==> src/rtl/wb_interconnect_tgt_port.sv <==
// wb_interconnect_tgt_port: target-side port stage of the Wishbone interconnect.
// It captures the request of the initiator granted by wb_interconnect_arb, drives
// one target with registered signals, routes ack/err/read data back to that
// initiator, and pulses arb_ack to release the arbiter.
// Optional feature macro: WB_INTERCONNECT_TGT_TIMEOUT_EN (ACTIVE-state watchdog).
module wb_interconnect_tgt_port #(
  parameter int unsigned N_INIT  = 2,
  parameter int unsigned ADR_W   = 32,
  parameter int unsigned DAT_W   = 32,
  parameter int unsigned TIMEOUT = 255
) (
  input  logic                        clock,
  input  logic                        reset,
  input  logic [N_INIT-1:0]           gnt,
  output logic                        arb_ack,
  input  logic [N_INIT*ADR_W-1:0]     i_adr,
  input  logic [N_INIT*DAT_W-1:0]     i_dat_w,
  input  logic [N_INIT*(DAT_W/8)-1:0] i_sel,
  input  logic [N_INIT-1:0]           i_we,
  input  logic [N_INIT-1:0]           i_cyc,
  input  logic [N_INIT-1:0]           i_stb,
  output logic [DAT_W-1:0]            i_dat_r,
  output logic [N_INIT-1:0]           i_ack,
  output logic [N_INIT-1:0]           i_err,
  output logic [ADR_W-1:0]            t_adr,
  output logic [DAT_W-1:0]            t_dat_w,
  output logic [DAT_W/8-1:0]          t_sel,
  output logic                        t_we,
  output logic                        t_cyc,
  output logic                        t_stb,
  input  logic [DAT_W-1:0]            t_dat_r,
  input  logic                        t_ack,
  input  logic                        t_err
);

  localparam int unsigned SEL_W = DAT_W / 8;
  localparam int unsigned IDX_W = (N_INIT > 1) ? $clog2(N_INIT) : 1;

  typedef enum logic [1:0] {
    S_IDLE   = 2'd0,
    S_ACTIVE = 2'd1,
    S_RESP   = 2'd2
  } state_t;

  // Reject illegal configurations at elaboration
  if ((DAT_W % 8) != 0 || N_INIT < 1 || TIMEOUT < 1 || TIMEOUT > 65535) begin : g_param_check
    $error("wb_interconnect_tgt_port: illegal parameter combination");
  end

  state_t              r_state;
  state_t              w_state_nxt;

  logic [IDX_W-1:0]    r_idx;
  logic [ADR_W-1:0]    r_t_adr;
  logic [DAT_W-1:0]    r_t_dat_w;
  logic [SEL_W-1:0]    r_t_sel;
  logic                r_t_we;
  logic                r_t_cyc;
  logic                r_t_stb;
  logic [DAT_W-1:0]    r_dat_r;
  logic [N_INIT-1:0]   r_i_ack;
  logic [N_INIT-1:0]   r_i_err;
  logic                r_arb_ack;

  logic [IDX_W-1:0]    w_idx_nxt;
  logic [ADR_W-1:0]    w_t_adr_nxt;
  logic [DAT_W-1:0]    w_t_dat_w_nxt;
  logic [SEL_W-1:0]    w_t_sel_nxt;
  logic                w_t_we_nxt;
  logic                w_t_cyc_nxt;
  logic                w_t_stb_nxt;
  logic [DAT_W-1:0]    w_dat_r_nxt;
  logic [N_INIT-1:0]   w_i_ack_nxt;
  logic [N_INIT-1:0]   w_i_err_nxt;
  logic                w_arb_ack_nxt;

  logic                w_gnt_hit;
  logic                w_cap_req;
  logic [IDX_W-1:0]    w_gnt_idx;
  logic [ADR_W-1:0]    w_cap_adr;
  logic [DAT_W-1:0]    w_cap_dat_w;
  logic [SEL_W-1:0]    w_cap_sel;
  logic                w_cap_we;
  logic                w_capture;
  logic                w_timeout;
  logic                w_term;
  logic                w_term_err;
  logic [N_INIT-1:0]   w_idx_onehot;

  // Lowest set grant bit selects the initiator whose request is a capture candidate
  always_comb begin
    w_gnt_hit   = 1'b0;
    w_cap_req   = 1'b0;
    w_gnt_idx   = '0;
    w_cap_adr   = '0;
    w_cap_dat_w = '0;
    w_cap_sel   = '0;
    w_cap_we    = 1'b0;
    for (int unsigned k = 0; k < N_INIT; k++) begin
      if (gnt[k] && !w_gnt_hit) begin
        w_gnt_hit   = 1'b1;
        w_cap_req   = i_cyc[k] & i_stb[k];
        w_gnt_idx   = IDX_W'(k);
        w_cap_adr   = i_adr[k*ADR_W +: ADR_W];
        w_cap_dat_w = i_dat_w[k*DAT_W +: DAT_W];
        w_cap_sel   = i_sel[k*SEL_W +: SEL_W];
        w_cap_we    = i_we[k];
      end
    end
  end

  assign w_capture    = (r_state == S_IDLE) && w_cap_req;
  assign w_term       = (r_state == S_ACTIVE) && (t_ack || t_err || w_timeout);
  assign w_term_err   = t_err || w_timeout;
  assign w_idx_onehot = N_INIT'(1) << r_idx;

`ifdef WB_INTERCONNECT_TGT_TIMEOUT_EN
  logic [15:0] r_wdog;

  // Watchdog restarts on capture and counts ACTIVE cycles with no target response
  always_ff @(posedge clock or posedge reset) begin
    if (reset) begin
      r_wdog <= '0;
    end else if (w_capture) begin
      r_wdog <= '0;
    end else if ((r_state == S_ACTIVE) && !t_ack && !t_err) begin
      r_wdog <= r_wdog + 16'd1;
    end
  end

  // Expire on the ACTIVE cycle whose increment would reach TIMEOUT
  assign w_timeout = (r_state == S_ACTIVE) && !t_ack && !t_err &&
                     (r_wdog == 16'(TIMEOUT - 1));
`else
  assign w_timeout = 1'b0;
`endif

  // State register
  always_ff @(posedge clock or posedge reset) begin
    if (reset) begin
      r_state <= S_IDLE;
    end else begin
      r_state <= w_state_nxt;
    end
  end

  // Next-state logic
  always_comb begin
    w_state_nxt = r_state;
    case (r_state)
      S_IDLE:   if (w_cap_req) w_state_nxt = S_ACTIVE;
      S_ACTIVE: if (w_term)    w_state_nxt = S_RESP;
      S_RESP:                  w_state_nxt = S_IDLE;
      default:                 w_state_nxt = S_IDLE;
    endcase
  end

  // Output logic: next values of the registered target request and responses
  always_comb begin
    w_idx_nxt     = r_idx;
    w_t_adr_nxt   = r_t_adr;
    w_t_dat_w_nxt = r_t_dat_w;
    w_t_sel_nxt   = r_t_sel;
    w_t_we_nxt    = r_t_we;
    w_t_cyc_nxt   = r_t_cyc;
    w_t_stb_nxt   = r_t_stb;
    w_dat_r_nxt   = r_dat_r;
    w_i_ack_nxt   = '0;
    w_i_err_nxt   = '0;
    w_arb_ack_nxt = 1'b0;
    case (r_state)
      S_IDLE: begin
        if (w_cap_req) begin
          w_idx_nxt     = w_gnt_idx;
          w_t_adr_nxt   = w_cap_adr;
          w_t_dat_w_nxt = w_cap_dat_w;
          w_t_sel_nxt   = w_cap_sel;
          w_t_we_nxt    = w_cap_we;
          w_t_cyc_nxt   = 1'b1;
          w_t_stb_nxt   = 1'b1;
        end
      end
      S_ACTIVE: begin
        if (w_term) begin
          w_t_cyc_nxt   = 1'b0;
          w_t_stb_nxt   = 1'b0;
          w_arb_ack_nxt = 1'b1;
          if (w_term_err) begin
            w_i_err_nxt = w_idx_onehot;
          end else begin
            w_i_ack_nxt = w_idx_onehot;
            w_dat_r_nxt = t_dat_r;
          end
        end
      end
      default: begin
      end
    endcase
  end

  // Output registers; reset drops t_cyc/t_stb asynchronously
  always_ff @(posedge clock or posedge reset) begin
    if (reset) begin
      r_idx     <= '0;
      r_t_adr   <= '0;
      r_t_dat_w <= '0;
      r_t_sel   <= '0;
      r_t_we    <= 1'b0;
      r_t_cyc   <= 1'b0;
      r_t_stb   <= 1'b0;
      r_dat_r   <= '0;
      r_i_ack   <= '0;
      r_i_err   <= '0;
      r_arb_ack <= 1'b0;
    end else begin
      r_idx     <= w_idx_nxt;
      r_t_adr   <= w_t_adr_nxt;
      r_t_dat_w <= w_t_dat_w_nxt;
      r_t_sel   <= w_t_sel_nxt;
      r_t_we    <= w_t_we_nxt;
      r_t_cyc   <= w_t_cyc_nxt;
      r_t_stb   <= w_t_stb_nxt;
      r_dat_r   <= w_dat_r_nxt;
      r_i_ack   <= w_i_ack_nxt;
      r_i_err   <= w_i_err_nxt;
      r_arb_ack <= w_arb_ack_nxt;
    end
  end

  assign t_adr   = r_t_adr;
  assign t_dat_w = r_t_dat_w;
  assign t_sel   = r_t_sel;
  assign t_we    = r_t_we;
  assign t_cyc   = r_t_cyc;
  assign t_stb   = r_t_stb;
  assign i_dat_r = r_dat_r;
  assign i_ack   = r_i_ack;
  assign i_err   = r_i_err;
  assign arb_ack = r_arb_ack;

endmodule

==> config.mk <==
export PLATFORM = sky130hd
export DESIGN_NAME = wb_interconnect_tgt_port
export DESIGN_NICKNAME = d
export VERILOG_FILES = /design/src/rtl/wb_interconnect_tgt_port.sv
export SDC_FILE = /design/constraint.sdc
export NUM_CORES = 1
export LEC_CHECK = 0
export CORE_ASPECT_RATIO = 0.75
export CORE_UTILIZATION = 39
export CTS_CLUSTER_DIAMETER = 150
export CTS_CLUSTER_SIZE = 20
export DETAILED_ROUTE_END_ITERATION = 8
export PLACE_DENSITY = 0.81
export SETUP_SLACK_MARGIN = 0.4
export SYNTH_ARGS = -nofsm -noshare
export SYNTH_HDL_FRONTEND = slang
export SYNTH_SLANG_ARGS = --single-unit
==> constraint.sdc <==
create_clock -name clock -period 4.65 [get_ports clock]
set_input_delay 0.93 -clock clock [delete_from_list [all_inputs] [get_ports clock]]
set_output_delay 0.93 -clock clock [all_outputs]
set_load 0.02 [all_outputs]
Word-level counts from Yosys, hierarchy flattened
Cells that the tools add are included.

Eq/ne operators: 3. Shifts and indexed selects: 1. Mux-type cells: 26. Bitwise logic cells: 3. Reductions and logical operators: 10.

Operators with widths (number): $mux W32 (4); $mux W2 (8); $mux W1 (10); $mux W4 (2); $reduce_and A3 Y1 (2); $ne A2 B2 Y1 const B (2); $pmux W2 S2 (1); $reduce_and A2 Y1 (2); $and A1 B1 Y1 (2); $eq A2 B1 Y1 const B (1); $logic_and A1 B1 Y1 (2); $logic_not A2 Y1 (1); $pmux W1 S2 (1); $reduce_bool A2 Y1 (1); $shl A1 B1 Y2 const A (1); $logic_not A1 Y1 (1); $logic_or A1 B1 Y1 (1); $not A1 Y1 (1).

Register bits: 110. Input port bits: 180. Output and inout port bits: 108. Logic and storage cells: 54.

Logic depth before layout (Yosys ltp)
Depth after elaboration: 6. Gate-level depth with buffers: 6. Mapped depth without buffers: 3.

Least setup slack after synthesis
No wires, ideal clock.

Kind: input to register. Start point: in gnt[0]. End point: reg r_t_adr[15], in the netlist t_adr[15]. Library setup time: 0.125 ns. Arrival: 2.195 ns. Data required time: 4.525 ns. Path slack: 2.330 ns. Stages on the path: 5. Path buffers: 2. Cell sequence: buf_6 nand4b_4 a211oi_4 buf_6 mux2_4.

Longest elaborated chain between the ends: 5. Elaborated cells between the ends (all ways): 8. Classes of those cells: 5 x mux; 3 x reduce/logical.

RTL lines: from (decl) (line 14) `input logic [N_INIT-1:0] gnt,`; $mux W1 (line 100) `if (gnt[k] && !w_gnt_hit) begin`; $logic_not A1 Y1 (line 100); $logic_and A1 B1 Y1 (line 100); $mux W1 (line 100); $reduce_and A2 Y1 (no line); to (signal assigned) (line 217) `r_t_adr <= w_t_adr_nxt;`; to (decl) (line 54) `logic [ADR_W-1:0] r_t_adr;`.

Parallel ways exist; a longest one is shown, timed or not. A chain may end at the register's enable or synchronous reset.

Worst setup path in the final report
Start point: in gnt[1]. End point: reg r_t_adr[21], in the netlist t_adr[21].

Longest elaborated chain between the ends: 3. Elaborated cells between the ends (all ways): 4. Classes of those cells: 2 x mux; 2 x reduce/logical.

RTL lines (line): $logic_and A1 B1 Y1 * (100); $mux W1 (100); $reduce_and A2 Y1 (no line).

Mark *: on every way between the ends. The rest lies on a longest branch, timed or not.

==> flow_metrics.py <==
metrics = {
    "die": {
        "core_area_sq_mm": 0.01252,
        "initial_core_util": 0.4092,
        "placementRows": 35,
        "dieArea_sq_mm": 0.01361,
        "die_y_um": 101.3,
        "die_w_um": 134.4,
        "io_pins": 288,
    },
    "place": {
        "routabilityCongestion": 0.8330,
        "io_buffers": 287,
        "dp.final_hpwl_mm": 11.12,
        "place_ws_ns": 1.446,
    },
    "timing": {
        "maxSlewHeadroom": 0.2480,
        "grt_setup_unrepaired": "false",
        "max_freq_mhz": 357.4,
        "setup_viol": 0,
        "worst_slack_ns": 1.852,
        "whs_ns": 0.4898,
        "tightest_slew_ns": 1.126,
        "fin_crit_sh": 0.6018,
        "slew_violations": 0,
        "fin_setup_tns_ns": 0,
        "fin_crit_ns": 2.798,
        "fin_worst_skew_ns": 0.003179,
        "finalHoldViolCount": 0,
    },
    "worst_setup_path": {
        "cp-startpoint": "gnt[1]",
        "crit_path_max_fanout": 32,
        "start_kind": "primary input",
        "end_kind": "flop",
        "setup.worst_path.class": "in2reg",
        "crit_chain": "buf_2 -> buf_4 -> nor2b_1 -> a22o_1 -> mux2_4",
        "r2r-start": "r_state[0]",
        "crit_family": "simple AND/OR/NAND/NOR gates",
        "worst-path-stages": 5,
        "critPathMaxStageDelay_ns": 0.93,
        "required_ns": 4.93,
        "arrival_ns": 3.08,
        "reg2reg_depth": 3,
        "rrSetupSlack_ns": 2.86,
        "cp_num_buf_inv": 2,
        "critPathSlowestCell": "nor2b_1",
    },
    "cts": {
        "cts-buffers-inserted": 9,
        "cts-root-buf": "clkbuf_16",
        "post_cts_buffers": 0,
        "clk_pin_slew_ns": 0.08,
        "cts_max_level": 3,
        "clock-sinks": 110,
        "hold_buffers": 0,
        "cts_tree": "yes",
        "clock_latency_ns": 0.33,
        "clk_path_buf_depth": 2,
        "cts.repair.resized": 0,
    },
    "run_status": {
        "status": "finished clean",
    },
    "min_path": {
        "hold_path.class": "reg2reg",
        "holdPathStages": 1,
        "hold_start": "r_idx",
    },
    "flow_run": {
        "max-cap-violations": 0,
    },
    "layout": {
        "layout.nets": 894,
        "syn_to_final_growth_pct": 63.23,
        "final_layout_size_suffix_gt1_frac": 0.1808,
        "n_fill_cell": 961,
        "diodes": 0,
        "fin_util": 0.6679,
    },
    "power_and_ir_drop": {
        "p_leak_nw": 3.567,
        "peakVddDrop_mv": 0.3329,
        "p_per_area_mw_per_mm2": 589.0,
    },
    "synthesis": {
        "synth_cell_type_count": 23,
        "avgSynthCellArea_sq_um": 11.57,
        "ys_ff_latch": 110,
        "ys.warnings.count": 0,
        "synthesis.area_sq_mm": 0.005125,
        "seq_area_frac_synth": 0.5371,
        "syn_nets": 623,
        "synthCells": 443,
    },
    "global_route": {
        "grt_pass1_wl_mm": 22.63,
        "antenna_found_initial": 0,
        "track_usage": 0.2129,
        "grt_max_degree": 83,
        "grt_pass1_vias": 4516,
        "overflow": 0,
    },
    "drt": {
        "firstDrtPassIters": 4,
        "routed_via_density": 4.805,
        "drc_errors": 0,
        "antenna_left": 0,
        "drtIter0Drc": 122,
        "wl_per_cell_um": 16.27,
        "finalWirelength_mm": 14.40,
        "num_vias": 4252,
    },
}
-- report_power, final --
group	leakage, nW	internal (mW)	total (mW)	switching [mW]
registers	1.36	1.42	1.69	0.270
clock network	0.155	0.433	0.796	0.364
logic	2.05	1.35	2.44	1.09
-- cells by family after synthesis --
logic type	after synthesis	share of synthesized area
multiplexers	102	0.2388
AO/OA/AOI/OAI	72	0.08545
AND/OR/NAND/NOR	122	0.09741
flip-flops	110	0.5371
buffers and inverters	37	0.04126
-- placed cells by master (no fill, tap or decap), types with 2 or more instances in the layout --
| master | instances |
|---|---|
| mux2_4 | 20 |
| inv_1 | 2 |
| o21ai_0 | 54 |
| nor2_1 | 3 |
| clkbuf_16 | 9 |
| nor3_1 | 2 |
| inv_6 | 3 |
| clkdlybuf4s50_1 | 285 |
| a22o_1 | 15 |
| buf_4 | 8 |
| dfrtp_1 | 110 |
| mux2_2 | 82 |
| nor2b_1 | 3 |
| nand2_1 | 109 |
| inv_8 | 2 |
-- synth_stat cells --
cell      instances  share of area
mux2_2           82           0.18
o21ai_0          54          0.053
dfrtp_1         110           0.54
nand4b_4          1         0.0046
inv_1             3         0.0022
and3b_1           1         0.0017
buf_1             1        0.00073
buf_4             2         0.0029
buf_2             4         0.0039
o21bai_1          1         0.0015
a311oi_1          1         0.0017
mux2_4           20          0.059
a22o_1           15          0.026
nor3_1            2         0.0020
a211oi_4          1         0.0039
nand2_1         109          0.080
buf_6             8          0.018
clkbuf_1         19          0.014
nor2_1            3         0.0022
and3_1            1         0.0012
nand3_1           1        0.00098
and2_1            1         0.0012
nor2b_1           3         0.0037
-- final cells by class --
type | instances | area (sq um) | share of cell area
flip-flops and latches | 110 | 2753 | 0.3290
inverters | 3 | 13.76 | 0.001645
well taps | 166 | 207.7 | 0.02483
repair buffers | 294 | 2918 | 0.3488
clock buffers | 9 | 225.2 | 0.02692
clock inverters | 7 | 87.58 | 0.01047
multi-input cells | 296 | 2161 | 0.2583
-- layer usage --
layer  vias up  global-route usage  part of all wire
met2       178              0.3878              0.50
met3        23             0.05756             0.069
met5         -                   0                 0
met4         0             0.05877             0.021
met1      2000              0.2486              0.41
li1       2051                   -                 -
-- state kept, by name, indices dropped and copies added, names as in the netlist --
| register | cells |
|---|---|
| arb_ack | 1 |
| i_ack | 2 |
| i_dat_r | 32 |
| i_err | 2 |
| r_idx | 1 |
| r_state | 2 |
| t_adr | 32 |
| t_dat_w | 32 |
| t_sel | 4 |
| t_stb | 1 |
| t_we | 1 |
-- through the flow --
step           total power, mW  cells  area [sq um]
6_report                 4.927    885          8366
5_1_grt                  5.177    885          8366
4_1_cts                  4.982    885          8366
3_5_place_dp             4.165    869          8053
3_3_place_gp             4.087    869          8053
2_1_floorplan            2.894    443          5125
-- final timing paths --
path | end
worst min register to register | i_err[0]
worst min-delay path | i_err[0]
worst max register to register | t_adr[13]
max in group asynchronous | i_dat_r[0]
worst max-delay path | t_adr[21]
min in group asynchronous | t_sel[3]
Power figures use the tool's default switching activity.
